<file path="src/rtl/gan_selftest_seq_if.sv">
`default_nettype none
// +----------------------------------------------------------------------------+
// | Interface : gan_selftest_seq_if                                            |
// | Purpose   : Bundles every non-clock/reset signal of the GAN self-test      |
// |             sequencer: run control, vector-table read port, GAN core       |
// |             launch/response port and the result/status outputs.           |
// | Modports  : master - the sequencer (drives busy, vec_addr, dut_*, results) |
// |             slave  - the environment (table, core, run requester)          |
// | Revision  : 1.0 - initial release                                          |
// +----------------------------------------------------------------------------+
interface gan_selftest_seq_if #(
  parameter int DATA_WIDTH  = 16,
  parameter int LATENT_DIM  = 2,
  parameter int IMAGE_SIZE  = 9,
  parameter int NUM_VECTORS = 4
);
  localparam int ADDR_W = (NUM_VECTORS > 1) ? $clog2(NUM_VECTORS) : 1;
  localparam int CNT_W  = $clog2(NUM_VECTORS + 1);

  // run control
  logic                               start;
  logic                               busy;
  logic                               run_done;
  // vector table read port (data valid the cycle after vec_addr)
  logic [ADDR_W-1:0]                  vec_addr;
  logic [1:0]                         vec_mode;
  logic [LATENT_DIM*DATA_WIDTH-1:0]   vec_latent;
  logic [IMAGE_SIZE*DATA_WIDTH-1:0]   vec_image;
  logic [DATA_WIDTH-1:0]              vec_exp_score;
  // GAN core port
  logic [1:0]                         dut_mode;
  logic                               dut_start;
  logic [LATENT_DIM*DATA_WIDTH-1:0]   dut_latent;
  logic [IMAGE_SIZE*DATA_WIDTH-1:0]   dut_image;
  logic                               dut_done;
  logic [IMAGE_SIZE*DATA_WIDTH-1:0]   dut_gen_image;
  logic [DATA_WIDTH-1:0]              dut_disc_score;
  // results
  logic [CNT_W-1:0]                   pass_count;
  logic [CNT_W-1:0]                   fail_count;
  logic [ADDR_W-1:0]                  first_fail;
  logic                               any_fail;
  logic                               timeout_flag;
  logic [31:0]                        signature;

  modport master (
    input  start, output busy, output run_done,
    output vec_addr, input vec_mode, input vec_latent, input vec_image, input vec_exp_score,
    output dut_mode, output dut_start, output dut_latent, output dut_image,
    input  dut_done, input dut_gen_image, input dut_disc_score,
    output pass_count, output fail_count, output first_fail, output any_fail,
    output timeout_flag, output signature
  );

  modport slave (
    output start, input busy, input run_done,
    input  vec_addr, output vec_mode, output vec_latent, output vec_image, output vec_exp_score,
    input  dut_mode, input dut_start, input dut_latent, input dut_image,
    output dut_done, output dut_gen_image, output dut_disc_score,
    input  pass_count, input fail_count, input first_fail, input any_fail,
    input  timeout_flag, input signature
  );
endinterface
`default_nettype wire

</file>
<file path="src/rtl/gan_selftest_seq.sv">
`default_nettype none
// +----------------------------------------------------------------------------+
// | Module    : gan_selftest_seq                                               |
// | Purpose   : Directed self-test sequencer for the GAN core. Walks a table   |
// |             of NUM_VECTORS vectors, launches the core in each vector's     |
// |             mode, checks the result and accumulates pass/fail status.      |
// | Ports     : clk, rst_n (async, active low)                                 |
// |             bus - gan_selftest_seq_if.master (run control, table port,     |
// |                   core port, pass/fail counts, sticky flags, signature)    |
// | Option    : SELFTEST_MISR_EN - when defined, builds a 32-bit MISR over     |
// |             the generated images of mode 00/10 vectors; otherwise the      |
// |             signature output is tied to zero.                              |
// | Revision  : 1.0 - initial release                                          |
// +----------------------------------------------------------------------------+
module gan_selftest_seq #(
  parameter int DATA_WIDTH  = 16,
  parameter int FRAC_BITS   = 8,
  parameter int LATENT_DIM  = 2,
  parameter int IMAGE_SIZE  = 9,
  parameter int NUM_VECTORS = 4,
  parameter int SCORE_TOL   = 8,
  parameter int TIMEOUT     = 1024,
  parameter int GAP_CYCLES  = 5
) (
  input  logic                   clk,
  input  logic                   rst_n,
  gan_selftest_seq_if.master     bus
);
  localparam int ADDR_W  = (NUM_VECTORS > 1) ? $clog2(NUM_VECTORS) : 1;
  localparam int CNT_W   = $clog2(NUM_VECTORS + 1);
  localparam int LAT_W   = LATENT_DIM * DATA_WIDTH;
  localparam int IMG_W   = IMAGE_SIZE * DATA_WIDTH;
  localparam int TMR_MAX = (TIMEOUT > GAP_CYCLES) ? TIMEOUT : GAP_CYCLES;
  localparam int TMR_W   = $clog2(TMR_MAX + 1);
  localparam int ONE_Q   = 1 << FRAC_BITS;

  typedef enum logic [2:0] {
    S_IDLE   = 3'd0,
    S_FETCH  = 3'd1,
    S_LATCH  = 3'd2,
    S_LAUNCH = 3'd3,
    S_WAIT   = 3'd4,
    S_CHECK  = 3'd5,
    S_GAP    = 3'd6,
    S_DONE   = 3'd7
  } state_e;

  state_e                    state_q, state_d;
  logic [ADDR_W-1:0]         addr_q, addr_d;
  logic [1:0]                mode_q, mode_d;
  logic [LAT_W-1:0]          latent_q, latent_d;
  logic [IMG_W-1:0]          image_q, image_d;
  logic [DATA_WIDTH-1:0]     exp_q, exp_d;
  logic [IMG_W-1:0]          res_img_q, res_img_d;
  logic [DATA_WIDTH-1:0]     res_score_q, res_score_d;
  logic [TMR_W-1:0]          tmr_q, tmr_d;
  logic [CNT_W-1:0]          pass_q, pass_d;
  logic [CNT_W-1:0]          fail_q, fail_d;
  logic [ADDR_W-1:0]         first_q, first_d;
  logic                      any_q, any_d;
  logic                      tout_q, tout_d;

  // Result evaluation. The core response is captured on dut_done so the
  // check does not depend on the core holding its outputs afterwards.
  // The score difference is formed one bit wider than the data so that
  // extreme score/expected pairs cannot wrap.
  logic signed [DATA_WIDTH:0] score_x, exp_x, diff;
  logic [DATA_WIDTH:0]        diff_abs;
  logic                       score_in_range, score_close, check_pass;

  always_comb begin
    score_x        = $signed({res_score_q[DATA_WIDTH-1], res_score_q});
    exp_x          = $signed({exp_q[DATA_WIDTH-1], exp_q});
    diff           = score_x - exp_x;
    diff_abs       = diff[DATA_WIDTH] ? $unsigned(-diff) : $unsigned(diff);
    score_in_range = !res_score_q[DATA_WIDTH-1] && (res_score_q <= DATA_WIDTH'(ONE_Q));
    score_close    = (diff_abs <= (DATA_WIDTH+1)'(SCORE_TOL));
    check_pass     = (mode_q == 2'b00) ? (|res_img_q) : (score_in_range && score_close);
  end

  logic pass_evt, fail_evt, goto_gap, next_vec;

  always_comb begin
    state_d     = state_q;
    addr_d      = addr_q;
    mode_d      = mode_q;
    latent_d    = latent_q;
    image_d     = image_q;
    exp_d       = exp_q;
    res_img_d   = res_img_q;
    res_score_d = res_score_q;
    tmr_d       = tmr_q;
    pass_d      = pass_q;
    fail_d      = fail_q;
    first_d     = first_q;
    any_d       = any_q;
    tout_d      = tout_q;
    pass_evt    = 1'b0;
    fail_evt    = 1'b0;
    goto_gap    = 1'b0;
    next_vec    = 1'b0;

    case (state_q)
      S_IDLE: begin
        if (bus.start) begin
          pass_d  = '0;
          fail_d  = '0;
          first_d = '0;
          any_d   = 1'b0;
          tout_d  = 1'b0;
          addr_d  = '0;
          state_d = S_FETCH;
        end
      end
      S_FETCH: state_d = S_LATCH;
      S_LATCH: begin
        mode_d   = bus.vec_mode;
        latent_d = bus.vec_latent;
        image_d  = bus.vec_image;
        exp_d    = bus.vec_exp_score;
        if (bus.vec_mode == 2'b11) begin
          fail_evt = 1'b1;
          goto_gap = 1'b1;
        end else begin
          state_d = S_LAUNCH;
        end
      end
      S_LAUNCH: begin
        // dut_done seen here belongs to nothing we launched; not sampled.
        tmr_d   = '0;
        state_d = S_WAIT;
      end
      S_WAIT: begin
        if (bus.dut_done) begin
          res_img_d   = bus.dut_gen_image;
          res_score_d = bus.dut_disc_score;
          state_d     = S_CHECK;
        end else if (tmr_q == TMR_W'(TIMEOUT - 1)) begin
          tout_d   = 1'b1;
          fail_evt = 1'b1;
          goto_gap = 1'b1;
        end else begin
          tmr_d = tmr_q + 1'b1;
        end
      end
      S_CHECK: begin
        pass_evt = check_pass;
        fail_evt = !check_pass;
        goto_gap = 1'b1;
      end
      S_GAP: begin
        if (tmr_q == TMR_W'(GAP_CYCLES - 1)) next_vec = 1'b1;
        else                                  tmr_d    = tmr_q + 1'b1;
      end
      S_DONE:  state_d = S_IDLE;
      default: state_d = S_IDLE;
    endcase

    // A zero-length gap skips the GAP state entirely.
    if (goto_gap) begin
      if (GAP_CYCLES == 0) begin
        next_vec = 1'b1;
      end else begin
        tmr_d   = '0;
        state_d = S_GAP;
      end
    end

    if (next_vec) begin
      if (addr_q == ADDR_W'(NUM_VECTORS - 1)) begin
        state_d = S_DONE;
      end else begin
        addr_d  = addr_q + 1'b1;
        state_d = S_FETCH;
      end
    end

    if (pass_evt) pass_d = pass_q + 1'b1;
    if (fail_evt) begin
      fail_d = fail_q + 1'b1;
      any_d  = 1'b1;
      if (!any_q) first_d = addr_q;
    end
  end

  always_ff @(posedge clk or negedge rst_n) begin
    if (!rst_n) begin
      state_q     <= S_IDLE;
      addr_q      <= '0;
      mode_q      <= '0;
      latent_q    <= '0;
      image_q     <= '0;
      exp_q       <= '0;
      res_img_q   <= '0;
      res_score_q <= '0;
      tmr_q       <= '0;
      pass_q      <= '0;
      fail_q      <= '0;
      first_q     <= '0;
      any_q       <= 1'b0;
      tout_q      <= 1'b0;
    end else begin
      state_q     <= state_d;
      addr_q      <= addr_d;
      mode_q      <= mode_d;
      latent_q    <= latent_d;
      image_q     <= image_d;
      exp_q       <= exp_d;
      res_img_q   <= res_img_d;
      res_score_q <= res_score_d;
      tmr_q       <= tmr_d;
      pass_q      <= pass_d;
      fail_q      <= fail_d;
      first_q     <= first_d;
      any_q       <= any_d;
      tout_q      <= tout_d;
    end
  end

`ifdef SELFTEST_MISR_EN
  logic [31:0] sig_q, sig_d, fold;

  always_comb begin
    fold = '0;
    for (int i = 0; i < IMAGE_SIZE; i++) begin
      fold = fold ^ 32'(res_img_q[i*DATA_WIDTH +: DATA_WIDTH]);
    end
    sig_d = sig_q;
    if (state_q == S_IDLE && bus.start) begin
      sig_d = '0;
    end else if (state_q == S_CHECK && (mode_q == 2'b00 || mode_q == 2'b10)) begin
      sig_d = {sig_q[30:0], sig_q[31] ^ sig_q[21] ^ sig_q[1] ^ sig_q[0]} ^ fold;
    end
  end

  always_ff @(posedge clk or negedge rst_n) begin
    if (!rst_n) sig_q <= '0;
    else        sig_q <= sig_d;
  end

  assign bus.signature = sig_q;
`else
  assign bus.signature = '0;
`endif

  assign bus.busy         = (state_q != S_IDLE) && (state_q != S_DONE);
  assign bus.run_done     = (state_q == S_DONE);
  assign bus.vec_addr     = addr_q;
  assign bus.dut_mode     = mode_q;
  assign bus.dut_start    = (state_q == S_LAUNCH);
  assign bus.dut_latent   = latent_q;
  assign bus.dut_image    = image_q;
  assign bus.pass_count   = pass_q;
  assign bus.fail_count   = fail_q;
  assign bus.first_fail   = first_q;
  assign bus.any_fail     = any_q;
  assign bus.timeout_flag = tout_q;
endmodule
`default_nettype wire
</file>
<file path="src/flat_wrapper.sv">
// flat-port wrapper written by rule: the top's interface ports become plain ports
module gan_selftest_seq_flat 
#(
  parameter int DATA_WIDTH  = 16,
  parameter int FRAC_BITS   = 8,
  parameter int LATENT_DIM  = 2,
  parameter int IMAGE_SIZE  = 9,
  parameter int NUM_VECTORS = 4,
  parameter int SCORE_TOL   = 8,
  parameter int TIMEOUT     = 1024,
  parameter int GAP_CYCLES  = 5
)
  (clk, rst_n, bus_start, bus_busy, bus_run_done, bus_vec_addr, bus_vec_mode, bus_vec_latent, bus_vec_image, bus_vec_exp_score, bus_dut_mode, bus_dut_start, bus_dut_latent, bus_dut_image, bus_dut_done, bus_dut_gen_image, bus_dut_disc_score, bus_pass_count, bus_fail_count, bus_first_fail, bus_any_fail, bus_timeout_flag, bus_signature);
  gan_selftest_seq_if #(.DATA_WIDTH(DATA_WIDTH), .LATENT_DIM(LATENT_DIM), .IMAGE_SIZE(IMAGE_SIZE), .NUM_VECTORS(NUM_VECTORS)) bus_i ();
  input  logic clk;
  input  logic rst_n;
  input wire logic [$bits(bus_i.start)-1:0] bus_start;
  output wire logic [$bits(bus_i.busy)-1:0] bus_busy;
  output wire logic [$bits(bus_i.run_done)-1:0] bus_run_done;
  output wire logic [$bits(bus_i.vec_addr)-1:0] bus_vec_addr;
  input wire logic [$bits(bus_i.vec_mode)-1:0] bus_vec_mode;
  input wire logic [$bits(bus_i.vec_latent)-1:0] bus_vec_latent;
  input wire logic [$bits(bus_i.vec_image)-1:0] bus_vec_image;
  input wire logic [$bits(bus_i.vec_exp_score)-1:0] bus_vec_exp_score;
  output wire logic [$bits(bus_i.dut_mode)-1:0] bus_dut_mode;
  output wire logic [$bits(bus_i.dut_start)-1:0] bus_dut_start;
  output wire logic [$bits(bus_i.dut_latent)-1:0] bus_dut_latent;
  output wire logic [$bits(bus_i.dut_image)-1:0] bus_dut_image;
  input wire logic [$bits(bus_i.dut_done)-1:0] bus_dut_done;
  input wire logic [$bits(bus_i.dut_gen_image)-1:0] bus_dut_gen_image;
  input wire logic [$bits(bus_i.dut_disc_score)-1:0] bus_dut_disc_score;
  output wire logic [$bits(bus_i.pass_count)-1:0] bus_pass_count;
  output wire logic [$bits(bus_i.fail_count)-1:0] bus_fail_count;
  output wire logic [$bits(bus_i.first_fail)-1:0] bus_first_fail;
  output wire logic [$bits(bus_i.any_fail)-1:0] bus_any_fail;
  output wire logic [$bits(bus_i.timeout_flag)-1:0] bus_timeout_flag;
  output wire logic [$bits(bus_i.signature)-1:0] bus_signature;
  assign bus_i.start = bus_start;
  assign bus_busy = bus_i.busy;
  assign bus_run_done = bus_i.run_done;
  assign bus_vec_addr = bus_i.vec_addr;
  assign bus_i.vec_mode = bus_vec_mode;
  assign bus_i.vec_latent = bus_vec_latent;
  assign bus_i.vec_image = bus_vec_image;
  assign bus_i.vec_exp_score = bus_vec_exp_score;
  assign bus_dut_mode = bus_i.dut_mode;
  assign bus_dut_start = bus_i.dut_start;
  assign bus_dut_latent = bus_i.dut_latent;
  assign bus_dut_image = bus_i.dut_image;
  assign bus_i.dut_done = bus_dut_done;
  assign bus_i.dut_gen_image = bus_dut_gen_image;
  assign bus_i.dut_disc_score = bus_dut_disc_score;
  assign bus_pass_count = bus_i.pass_count;
  assign bus_fail_count = bus_i.fail_count;
  assign bus_first_fail = bus_i.first_fail;
  assign bus_any_fail = bus_i.any_fail;
  assign bus_timeout_flag = bus_i.timeout_flag;
  assign bus_signature = bus_i.signature;
  gan_selftest_seq #(.DATA_WIDTH(DATA_WIDTH), .FRAC_BITS(FRAC_BITS), .LATENT_DIM(LATENT_DIM), .IMAGE_SIZE(IMAGE_SIZE), .NUM_VECTORS(NUM_VECTORS), .SCORE_TOL(SCORE_TOL), .TIMEOUT(TIMEOUT), .GAP_CYCLES(GAP_CYCLES)) u_core (.clk(clk), .rst_n(rst_n), .bus(bus_i));
endmodule
</file>
<file path="config.mk">
export PLATFORM = sky130hd
export DESIGN_NAME = gan_selftest_seq_flat
export DESIGN_NICKNAME = d
export VERILOG_FILES = /design/src/rtl/gan_selftest_seq_if.sv /design/src/rtl/gan_selftest_seq.sv /design/src/flat_wrapper.sv
export SDC_FILE = /design/constraint.sdc
export NUM_CORES = 1
export LEC_CHECK = 0
export ABC_AREA = 1
export CAP_MARGIN = 10
export CORE_AREA = 2 2 224 226
export CTS_CLUSTER_DIAMETER = 50
export DETAILED_ROUTE_END_ITERATION = 7
export DIE_AREA = 0 0 226 228
export GPL_TIMING_DRIVEN = 0
export PLACE_DENSITY = 0.71
export SKIP_LAST_GASP = 1
export SYNTH_ARGS = -nofsm -noshare
export SYNTH_HDL_FRONTEND = slang
export SYNTH_SLANG_ARGS = --single-unit
</file>
<file path="constraint.sdc">
create_clock -name clk -period 4.1 [get_ports clk]
set_input_delay 0.41 -clock clk [delete_from_list [all_inputs] [get_ports clk]]
set_output_delay 0.41 -clock clk [all_outputs]
set_load 0.02 [all_outputs]
</file>
-- Word-level counts from Yosys, hierarchy flattened
Cells that the tools add are included.
- register bits after elaboration: 380
- input bits: 358
- output and inout bits: 225
- logic and storage cells: 105
- add/sub/neg operators: 6
- magnitude comparators: 2
- eq/ne operators: 21
- multiplexer cells: 40
- reductions and logical operators: 22
- operators with widths (cell ; count):
    OR reduction 144 bit ; 1
    two-way mux 11 bit ; 4
    one-hot mux 11 bit (3 select lines) ; 1
    two-way mux 3 bit ; 10
    one-hot mux 3 bit (6 select lines) ; 1
    less-or-equal comparator 17 x 4 -> 1 bit, second input constant ; 1
    two-way mux 17 bit ; 1
    negator 17 bit ; 1
    subtractor 16 x 16 -> 17 bit ; 1
    less-or-equal comparator 16 x 9 -> 1 bit, second input constant ; 1
    two-way mux 2 bit ; 8
    equality test 3 bit, second input constant ; 4
    two-way mux 1 bit ; 12
    != test 4 x 2 -> 1 bit, second input constant ; 3
    AND reduction 4 bit ; 3
    adder 11 x 1 -> 11 bit, second input constant ; 1
    equality test 11 x 10 -> 1 bit, second input constant ; 1
    equality test 11 x 3 -> 1 bit, second input constant ; 1
    nonzero test 2 bit ; 5
    != test 3 x 2 -> 1 bit, second input constant ; 3
    nonzero test 8 bit ; 1
    adder 3 x 1 -> 3 bit, second input constant ; 2
    equality test 3 x 2 -> 1 bit, second input constant ; 2
    one-hot mux 1 bit (3 select lines) ; 2
    14 further kinds ; 21

-- Logic depth before layout (Yosys ltp)
Gate-level depths: netlist of run 1.
- depth after elaboration: 10
- depth in mapped cells: 25
- gate-level depth less buffers: 24

-- Least setup slack after synthesis of run 1
No wires, ideal clock.
- kind: register -> register
- from: register u_core.res_score_q[0]
- to: register u_core.pass_q[0], in the netlist u_core.bus.pass_count[0]
- setup time: 0.119 ns
- data arrival time: 2.570 ns
- data required time: 3.981 ns
- setup slack: 1.411 ns
- cell stages (with the launch flop): 23
- buffers on the path: 0
- period minus slack after synthesis: 2.689 ns
- cells stage by stage: dfrtp_1 inv_1 ha_1 fa_1 inv_1 nand2_1 nand2_1 nand3_1 nand2_1 nand2_1 nand2_1 nand3_2 nor2_2 nand2_1 nand2_1 xor2_1 nand2_1 nor3_2 nand2_2 nand2_4 nand2_2 nand3_1 nand2_1
- word-level cells in the longest chain between the ends: 9
- elaborated cells on any way between the ends: 13
- classes of those cells: add/sub (2); order compare (2); mux (4); reduce/logical (5)
- ends and longest elaborated chain (element ; RTL line ; RTL):
    start: declaration ; gan_selftest_seq.sv:55 ; logic [DATA_WIDTH-1:0] res_score_q, res_score_d;
    start signal: assignment ; gan_selftest_seq.sv:210 ; res_score_q <= res_score_d;
    subtractor 16 x 16 -> 17 bit ; gan_selftest_seq.sv:74 ; diff = score_x - exp_x;
    negator 17 bit ; gan_selftest_seq.sv:75 ; diff_abs = diff[DATA_WIDTH] ? $unsigned(-diff) : $unsigned(diff);
    two-way mux 17 bit ; gan_selftest_seq.sv:75 ;
    less-or-equal comparator 17 x 4 -> 1 bit ; gan_selftest_seq.sv:77 ; score_close = (diff_abs <= (DATA_WIDTH+1)'(SCORE_TOL));
    logical AND 1 bit * ; gan_selftest_seq.sv:78 ; check_pass = (mode_q == 2'b00) ? (|res_img_q) : (score_in_range && score_close);
    two-way mux 1 bit * ; gan_selftest_seq.sv:78 ;
    two-way mux 1 bit * ; gan_selftest_seq.sv:103 ; case (state_q)
    nonzero test 2 bit (no line) ; - ;
    AND reduction 2 bit (no line) ; - ;
    end signal: assignment ; gan_selftest_seq.sv:212 ; pass_q <= pass_d;
    end: declaration ; gan_selftest_seq.sv:57 ; logic [CNT_W-1:0] pass_q, pass_d;
Every way passes the cells marked *; elsewhere a longest branch is shown, timed or not.
A chain may end at the register's enable or synchronous reset.

-- Worst setup path after layout of run 1
- from: register u_core.exp_q[0]
- to: register u_core.pass_q[0], in the netlist u_core.bus.pass_count[0]
- word-level cells in the longest chain between the ends: 9
- elaborated cells on any way between the ends: 11
- classes of those cells: add/sub (2); order compare (1); mux (4); reduce/logical (4)
- ends and longest elaborated chain (element ; RTL line ; RTL):
    start: declaration ; gan_selftest_seq.sv:53 ; logic [DATA_WIDTH-1:0] exp_q, exp_d;
    start signal: assignment ; gan_selftest_seq.sv:208 ; exp_q <= exp_d;
    subtractor 16 x 16 -> 17 bit * ; gan_selftest_seq.sv:74 ;
    negator 17 bit ; gan_selftest_seq.sv:75 ;
    two-way mux 17 bit * ; gan_selftest_seq.sv:75 ;
    less-or-equal comparator 17 x 4 -> 1 bit * ; gan_selftest_seq.sv:77 ;
    logical AND 1 bit * ; gan_selftest_seq.sv:78 ;
    two-way mux 1 bit * ; gan_selftest_seq.sv:78 ;
    two-way mux 1 bit * ; gan_selftest_seq.sv:103 ;
    nonzero test 2 bit (no line) ; - ;
    AND reduction 2 bit (no line) ; - ;
Marked as above.

==> flow_summary_export.csv, run 1 <==
group,metric,value,unit
outcome,status,"finished clean",
critical_path,path_buf_inv,1,
critical_path,required,4550,ps
critical_path,slowest_delay,430,ps
logic_synthesis,synth_cell_type_count,38,
cts,cts_buffer_depth,3,
critical_path,crit_type,"reg -> reg",
critical_path,rr_worst_depth,21,
die,io_pins,583,
worst_hold_path,hold_depth,3,
sta,setup_ws,851,ps
cts,cts_tree,"built",
place,pre_cts_ws,821,ps
route,met2_length,26600,µm
cts,cts.clk_slew.worst_paths,60,ps
global_route,grt_pass1_vias,16400,
cts,cts_sinks,380,
die,die_height,228,µm
place,numPortBuffers,550,
logic_synthesis,mappedNetlistArea,17000,µm²
logic_synthesis,netlist_instances,2135,
logic_synthesis,ys_warn_count,0,
route,drt_iter0_drc,1031,
die,placementRows,82,
critical_path,path_depth,21,
cells_and_area,final_cell_mix,"1,167 x nand2_1, 549 x clkdlybuf4s50_1, 380 x dfrtp_1",
route,routed.top_layer,"met5",
cts,clk_latency,580,ps
global_route,antenna_found_initial,7,
cts,postCtsSetupBuffers,0,
die,die-area,51500,µm²
route,routed_wl,57500,µm
route,via_per_inst,4.58,
route,wl_met3,3880,µm
sta,grt_setup_unrepaired,"false",
route,ant_nets,0,
sta,skew,16.9,ps
cts,ctsHoldBuffers,1,
global_route,grtUsageTotal,0.224,
cells_and_area,utilization,0.513,
critical_path,cp_max_fo,4,
global_route,grt-ovfl-total,0,
power,p_leak,12.6,nW
global_route,grt_pass1_wl,89600,µm
logic_synthesis,ys_seq_area_frac,0.559,
sta,maxSlewViolCount,0,
worst_hold_path,hold_class,"in -> reg",
cts,post_cts_resized,0,
cells_and_area,area_growth_syn_to_layout,48.8,%
logic_synthesis,synthArstFlopShare,1.00,
global_route,grt_max_degree,117,
logic_synthesis,ys_seq_elements,380,
die,fp.dieW,226,µm
cells_and_area,stdcell_area,25300,µm²
cells_and_area,fill_cells,4578,
power,ir_worst_vdd,0.000452,V
cells_and_area,final_common_cell,"nand2_1",
cts,numCtsBuffers,48,
power,pwr_density_cell,851,nW/µm²
route,vias,16000,
cells_and_area,nets,3150,
logic_synthesis,syn_area_per_cell,7.97,µm²
route,wl_per_cell,16.5,µm
sta,slew_headroom,0.321,
die,start_util,0.345,
sta,setup_viol,0,
critical_path,crit_top_cell,"nand2_1",
place,gp_congestion,0.913,
cells_and_area,drive_above_1_share,0.0545,
critical_path,crit_chain,"ha_1 -> fa_1 -> inv_1 -> nand2_1 -> nand2_1 -> nand3_1 -> nand2_1 -> nand2_1 -> nand2_1 -> nand3_2 -> nor2_2 -> nand2_1 -> nand2_1 -> xor2_1 -> nand2_1 -> nor3_2 -> nand2_2 -> nand2_4 -> nand2_2 -> nand3_1 -> nand2_1",
cts,cts.root.buffer_cell,"clkbuf_16",
logic_synthesis,synth_ff_type,"dfrtp_1",
sta,fmax,308,MHz
critical_path,critical-path-slowest-cell,"dfrtp_1",
route,drt-met1-wl,24500,µm
sta,hold_ws,366,ps
sta,period_minus_slack,3250,ps
die,core,49300,µm²
sta,tightest_slew,1010,ps
critical_path,start_kind,"register",
place,place_area,23600,µm²
route,remaining_drc_errors,0,
cts,htree_levels,2,
job,maxCapViolCount,0,
route,dr.pass1.iters,7,
sta,finalHoldViolCount,0,
sta,fin_crit_sh,0.792,
critical_path,endpoint_kind,"register",
critical_path,cp.arrival,3700,ps
critical_path,cp_top_family,"simple AND/OR/NAND/NOR gates",
logic_synthesis,synth_edf_count,0,
place,dp_hpwl,45100,µm
## synth_stat cells, types with 4 or more instances
| library cell | n | area, µm² |
|---|---|---|
| buf_1 | 5 | 18.8 |
| ha_1 | 21 | 263 |
| o211ai_1 | 4 | 30.0 |
| nand2_2 | 11 | 68.8 |
| xor2_1 | 7 | 61.3 |
| nand3_1 | 57 | 285 |
| nand4_1 | 26 | 163 |
| nor2_2 | 7 | 43.8 |
| inv_1 | 131 | 492 |
| nor3_1 | 7 | 35.0 |
| clkbuf_1 | 72 | 270 |
| o21ai_0 | 57 | 285 |
| dfrtp_1 | 380 | 9510 |
| nand3_2 | 6 | 60.1 |
| nor4_1 | 39 | 244 |
| nand2_1 | 1167 | 4380 |
| buf_4 | 33 | 248 |
| a21oi_1 | 20 | 100 |
| nor2_1 | 52 | 195 |
## path summary, 6_finish.rpt
check                                                startpoint                                   end  slack [ps]
setup / recovery                    u_core.exp_q[0]$_DFFE_PN0P_  u_core.bus.pass_count[0]$_DFFE_PN0P_         850
hold / removal                            bus_dut_gen_image[44]      u_core.res_img_q[44]$_DFFE_PN0P_         370
setup reg to reg                    u_core.exp_q[0]$_DFFE_PN0P_  u_core.bus.pass_count[0]$_DFFE_PN0P_         850
hold reg to reg            u_core.bus.dut_image[64]$_DFFE_PN0P_  u_core.bus.dut_image[64]$_DFFE_PN0P_         470
max in group asynchronous                                 rst_n    u_core.bus.dut_mode[1]$_DFFE_PN0P_        2520
min in group asynchronous                                 rst_n      u_core.res_img_q[67]$_DFFE_PN0P_         420
## stage by stage
step | cells | setup TNS [ps] | total power [mW]
3_3_place_gp | 3388 | -5206070 | 16.7
2_1_floorplan | 2166 | 0 | 12.6
6_report | 3483 | 0 | 21.6
4_1_cts | 3480 | 0 | 21.7
3_5_place_dp | 3391 | 0 | 17.0
5_1_grt | 3482 | 0 | 23.2
## cell families after synthesis
family	synth area share
muxes	0.000588
and+or+nand+nor	0.328
buffers and inverters	0.0627
AOI/OAI and AO/OA	0.0274
adders and majority gates	0.0166
DFF	0.559
other	0.000220
xor gates and xnor gates	0.00515
## sequential cells by signal, summed over array words and instances (netlist names)
name	flops
u_core.res_img_q	144
u_core.tmr_q	11
u_core.bus.fail_count	3
u_core.bus.any_fail	1
u_core.bus.dut_mode	2
u_core.state_q	3
u_core.exp_q	16
u_core.bus.first_fail	2
u_core.bus.vec_addr	2
u_core.bus.dut_image	144
u_core.bus.timeout_flag	1
u_core.res_score_q	16
u_core.bus.pass_count	3
u_core.bus.dut_latent	32
## worst min-delay path, stage by stage
cell	delay, ps
clkdlybuf4s50_1	390
nand2_1	60
nand2_1	40
## power breakdown
group	leakage [nW]	switching [mW]	internal, mW
sequential	4.74	1.01	5.51
combinational	7.00	6.44	4.01
clock	0.836	1.74	2.84
total	12.6	9.19	12.4
## final cells by class
| type | count | area (µm²) | area share |
|---|---|---|---|
| Multi-Input combinational cell | 1537 | 6560 | 0.259 |
| Buffer | 112 | 553 | 0.0218 |
| Sequential cell | 380 | 9510 | 0.376 |
| Clock inverter | 26 | 402 | 0.0159 |
| Timing Repair Buffer | 554 | 5600 | 0.221 |
| Tap cell | 672 | 841 | 0.0332 |
| Inverter | 137 | 514 | 0.0203 |
| Clock buffer | 62 | 1340 | 0.0528 |
| Antenna cell | 3 | 7.51 | 0.000296 |
## metal layers
layer	vias up	GRT usage
met5	-	0
met4	10	0.103
met3	146	0.0493
met2	507	0.363
met1	7472	0.286
li1	7825	-
(Power assumes the default switching activity.)
==> inputs of run 2 (changes only) <==
--- a/config.mk
+++ b/config.mk
@@ -7,12 +7,12 @@
 export LEC_CHECK = 0
 export ABC_AREA = 1
 export CAP_MARGIN = 10
-export CORE_AREA = 2 2 224 226
+export CORE_AREA = 2 2 230 232
 export CTS_CLUSTER_DIAMETER = 50
 export DETAILED_ROUTE_END_ITERATION = 7
-export DIE_AREA = 0 0 226 228
+export DIE_AREA = 0 0 232 234
 export GPL_TIMING_DRIVEN = 0
-export PLACE_DENSITY = 0.71
+export PLACE_DENSITY = 0.7
 export SKIP_LAST_GASP = 1
 export SYNTH_ARGS = -nofsm -noshare
 export SYNTH_HDL_FRONTEND = slang
==> constraint.sdc (replaced) <==
create_clock -name clk -period 2.7 [get_ports clk]
set_input_delay 0.27 -clock clk [delete_from_list [all_inputs] [get_ports clk]]
set_output_delay 0.27 -clock clk [all_outputs]
set_load 0.02 [all_outputs]
==> flow_summary_export.csv, run 2 (synthesis results as in run 1) <==
group,metric,value,unit
sta,finalHoldViolCount,0,
sta,period_minus_slack,3000,ps
die,core,52000,µm²
sta,grt_setup_unrepaired,"true",
critical_path,required,3180,ps
outcome,violations,"negative setup slack",
critical_path,slowest_delay,460,ps
critical_path,endpoint_kind,"register",
cts,cts.root.buffer_cell,"clkbuf_16",
sta,skew,36.1,ps
cells_and_area,drive_above_1_share,0.0849,
critical_path,cp.arrival,3480,ps
power,p_leak,12.7,nW
route,drt_iter0_drc,966,
critical_path,crit_type,"reg -> reg",
sta,slew_headroom,0.439,
worst_hold_path,hold_class,"in -> reg",
die,start_util,0.327,
cts,clk_latency,590,ps
place,gp_congestion,0.865,
sta,fmax,333,MHz
global_route,grtUsageTotal,0.214,
power,ir_worst_vdd,0.000655,V
critical_path,cp_top_family,"simple AND/OR/NAND/NOR gates",
die,die_height,234,µm
sta,setup_ws,-304,ps
cts,numCtsBuffers,48,
route,routed_wl,59900,µm
cts,cts_buffer_depth,3,
route,dr.pass1.iters,5,
global_route,grt_max_degree,121,
die,die-area,54300,µm²
die,placementRows,84,
global_route,grt_pass1_vias,16200,
die,fp.dieW,232,µm
sta,maxSlewViolCount,0,
job,maxCapViolCount,0,
cells_and_area,utilization,0.494,
cts,cts_sinks,380,
place,dp_hpwl,46400,µm
outcome,status,"finished with violations",
cells_and_area,nets,3171,
cts,htree_levels,2,
sta,tightest_slew,833,ps
sta,setup_viol,9,
route,wl_per_cell,17.0,µm
global_route,grt_pass1_wl,89800,µm
route,ant_nets,0,
die,io_pins,583,
critical_path,start_kind,"register",
route,remaining_drc_errors,0,
cells_and_area,area_growth_syn_to_layout,51.2,%
cts,cts_tree,"built",
cells_and_area,final_common_cell,"nand2_1",
cts,cts.clk_slew.worst_paths,60,ps
global_route,antenna_found_initial,15,
global_route,grt-ovfl-total,0,
critical_path,path_buf_inv,3,
critical_path,crit_top_cell,"nand2_2",
cells_and_area,final_cell_mix,"1,145 x nand2_1, 549 x clkdlybuf4s50_1, 379 x dfrtp_1",
sta,fin_crit_sh,1.11,
cells_and_area,fill_cells,4855,
critical_path,critical-path-slowest-cell,"dfrtp_2",
route,via_per_inst,4.60,
sta,hold_ws,210,ps
place,numPortBuffers,550,
sta,tns,-2370,ps
critical_path,crit_chain,"ha_4 -> fa_2 -> inv_2 -> nand2_2 -> nand2_4 -> nand3_4 -> nand2_4 -> nand3_4 -> nand2_2 -> nand2_2 -> nand2_4 -> buf_12 -> nand2_1 -> xnor2_1 -> nor2_1 -> nor2_2 -> nand2_1 -> nor2_1 -> nand2_2 -> nand3_4 -> buf_4 -> nand3_1 -> nand2_1",
route,vias,16200,
critical_path,cp_max_fo,7,
power,pwr_density_cell,1310,nW/µm²
==> run 2: changes by cell type in the layout (fill, tap and decap cells not counted), moves of 7 or more <==
| cell | delta |
|---|---|
| nand2_2 | +17 |
| nand2_1 | -22 |
| nand3_4 | +7 |
| buf_4 | +17 |
| ha_1 | -7 |
| nor2_1 | -9 |
| nand3_1 | -11 |
==> run 2: final cells by class <==
type / count / area, µm² / share of cell area
Buffer: 111 / 562 / 0.0218
Clock inverter: 26 / 304 / 0.0118
Inverter: 137 / 518 / 0.0201
Antenna cell: 9 / 22.5 / 0.000876
Timing Repair Buffer: 576 / 5800 / 0.225
Tap cell: 688 / 861 / 0.0335
Clock buffer: 59 / 1270 / 0.0495
Multi-Input combinational cell: 1537 / 6880 / 0.267
Sequential cell: 380 / 9510 / 0.370
==> run 2: worst min-delay path: stages <==
cell,delay [ps]
clkdlybuf4s50_1,390
nand2_1,60
nand2_1,40
==> run 2: report_power, final <==
part           internal (mW)  switching [mW]  total, mW  leakage (nW)
combinational           6.91            10.5       17.5          7.17
sequential              8.37            1.57       9.94          4.73
clock                   3.78            2.63       6.41         0.768
==> run 2: routing by layer <==
layer / GRT usage / up-vias / routed length, µm
li1: - / 7887 / -
met5: 0 / - / 87
met1: 0.268 / 7727 / 24700
met4: 0.0757 / 14 / 1800
met3: 0.0591 / 104 / 4250
met2: 0.354 / 477 / 29000
==> run 2: worst paths after layout <==
check	from	endpoint	slack [ps]	cells after the start
min in group asynchronous	rst_n	u_core.res_img_q[19]$_DFFE_PN0P_	250	2
worst max register to register	u_core.exp_q[0]$_DFFE_PN0P_	u_core.bus.first_fail[0]$_DFF_PN0_	-300	23
worst min register to register	u_core.bus.dut_latent[29]$_DFFE_PN0P_	u_core.bus.dut_latent[29]$_DFFE_PN0P_	470	2
worst min-delay path	bus_dut_gen_image[49]	u_core.res_img_q[49]$_DFFE_PN0P_	210	3
max in group asynchronous	rst_n	u_core.bus.dut_latent[3]$_DFFE_PN0P_	1030	4
worst max-delay path	u_core.exp_q[0]$_DFFE_PN0P_	u_core.bus.first_fail[0]$_DFF_PN0_	-300	23
==> run 2: per-stage QoR <==
| step | instances | total power, mW | setup slack, ps | cell area (µm²) |
|---|---|---|---|---|
| after floorplan | 2166 | 19.2 | 11.1 | 17100 |
| after global placement | 3404 | 25.5 | -14960 | 23500 |
| after detailed placement | 3407 | 25.8 | -596 | 23600 |
| after CTS | 3506 | 33.1 | -369 | 25400 |
| after global routing | 3520 | 36.2 | -484 | 25700 |
| final | 3523 | 33.8 | -304 | 25700 |
==> run 2: repair_timing <==
| action | 4_1_cts | 5_1_grt |
|---|---|---|
| pin swaps | 15 | 23 |
| hold endpoints to repair | 71 | 0 |
| hold buffers | 1 | 0 |
| setup buffers | 13 | 9 |
| resized for setup | 26 | 73 |
| endpoints found under the setup margin | 142 | 121 |
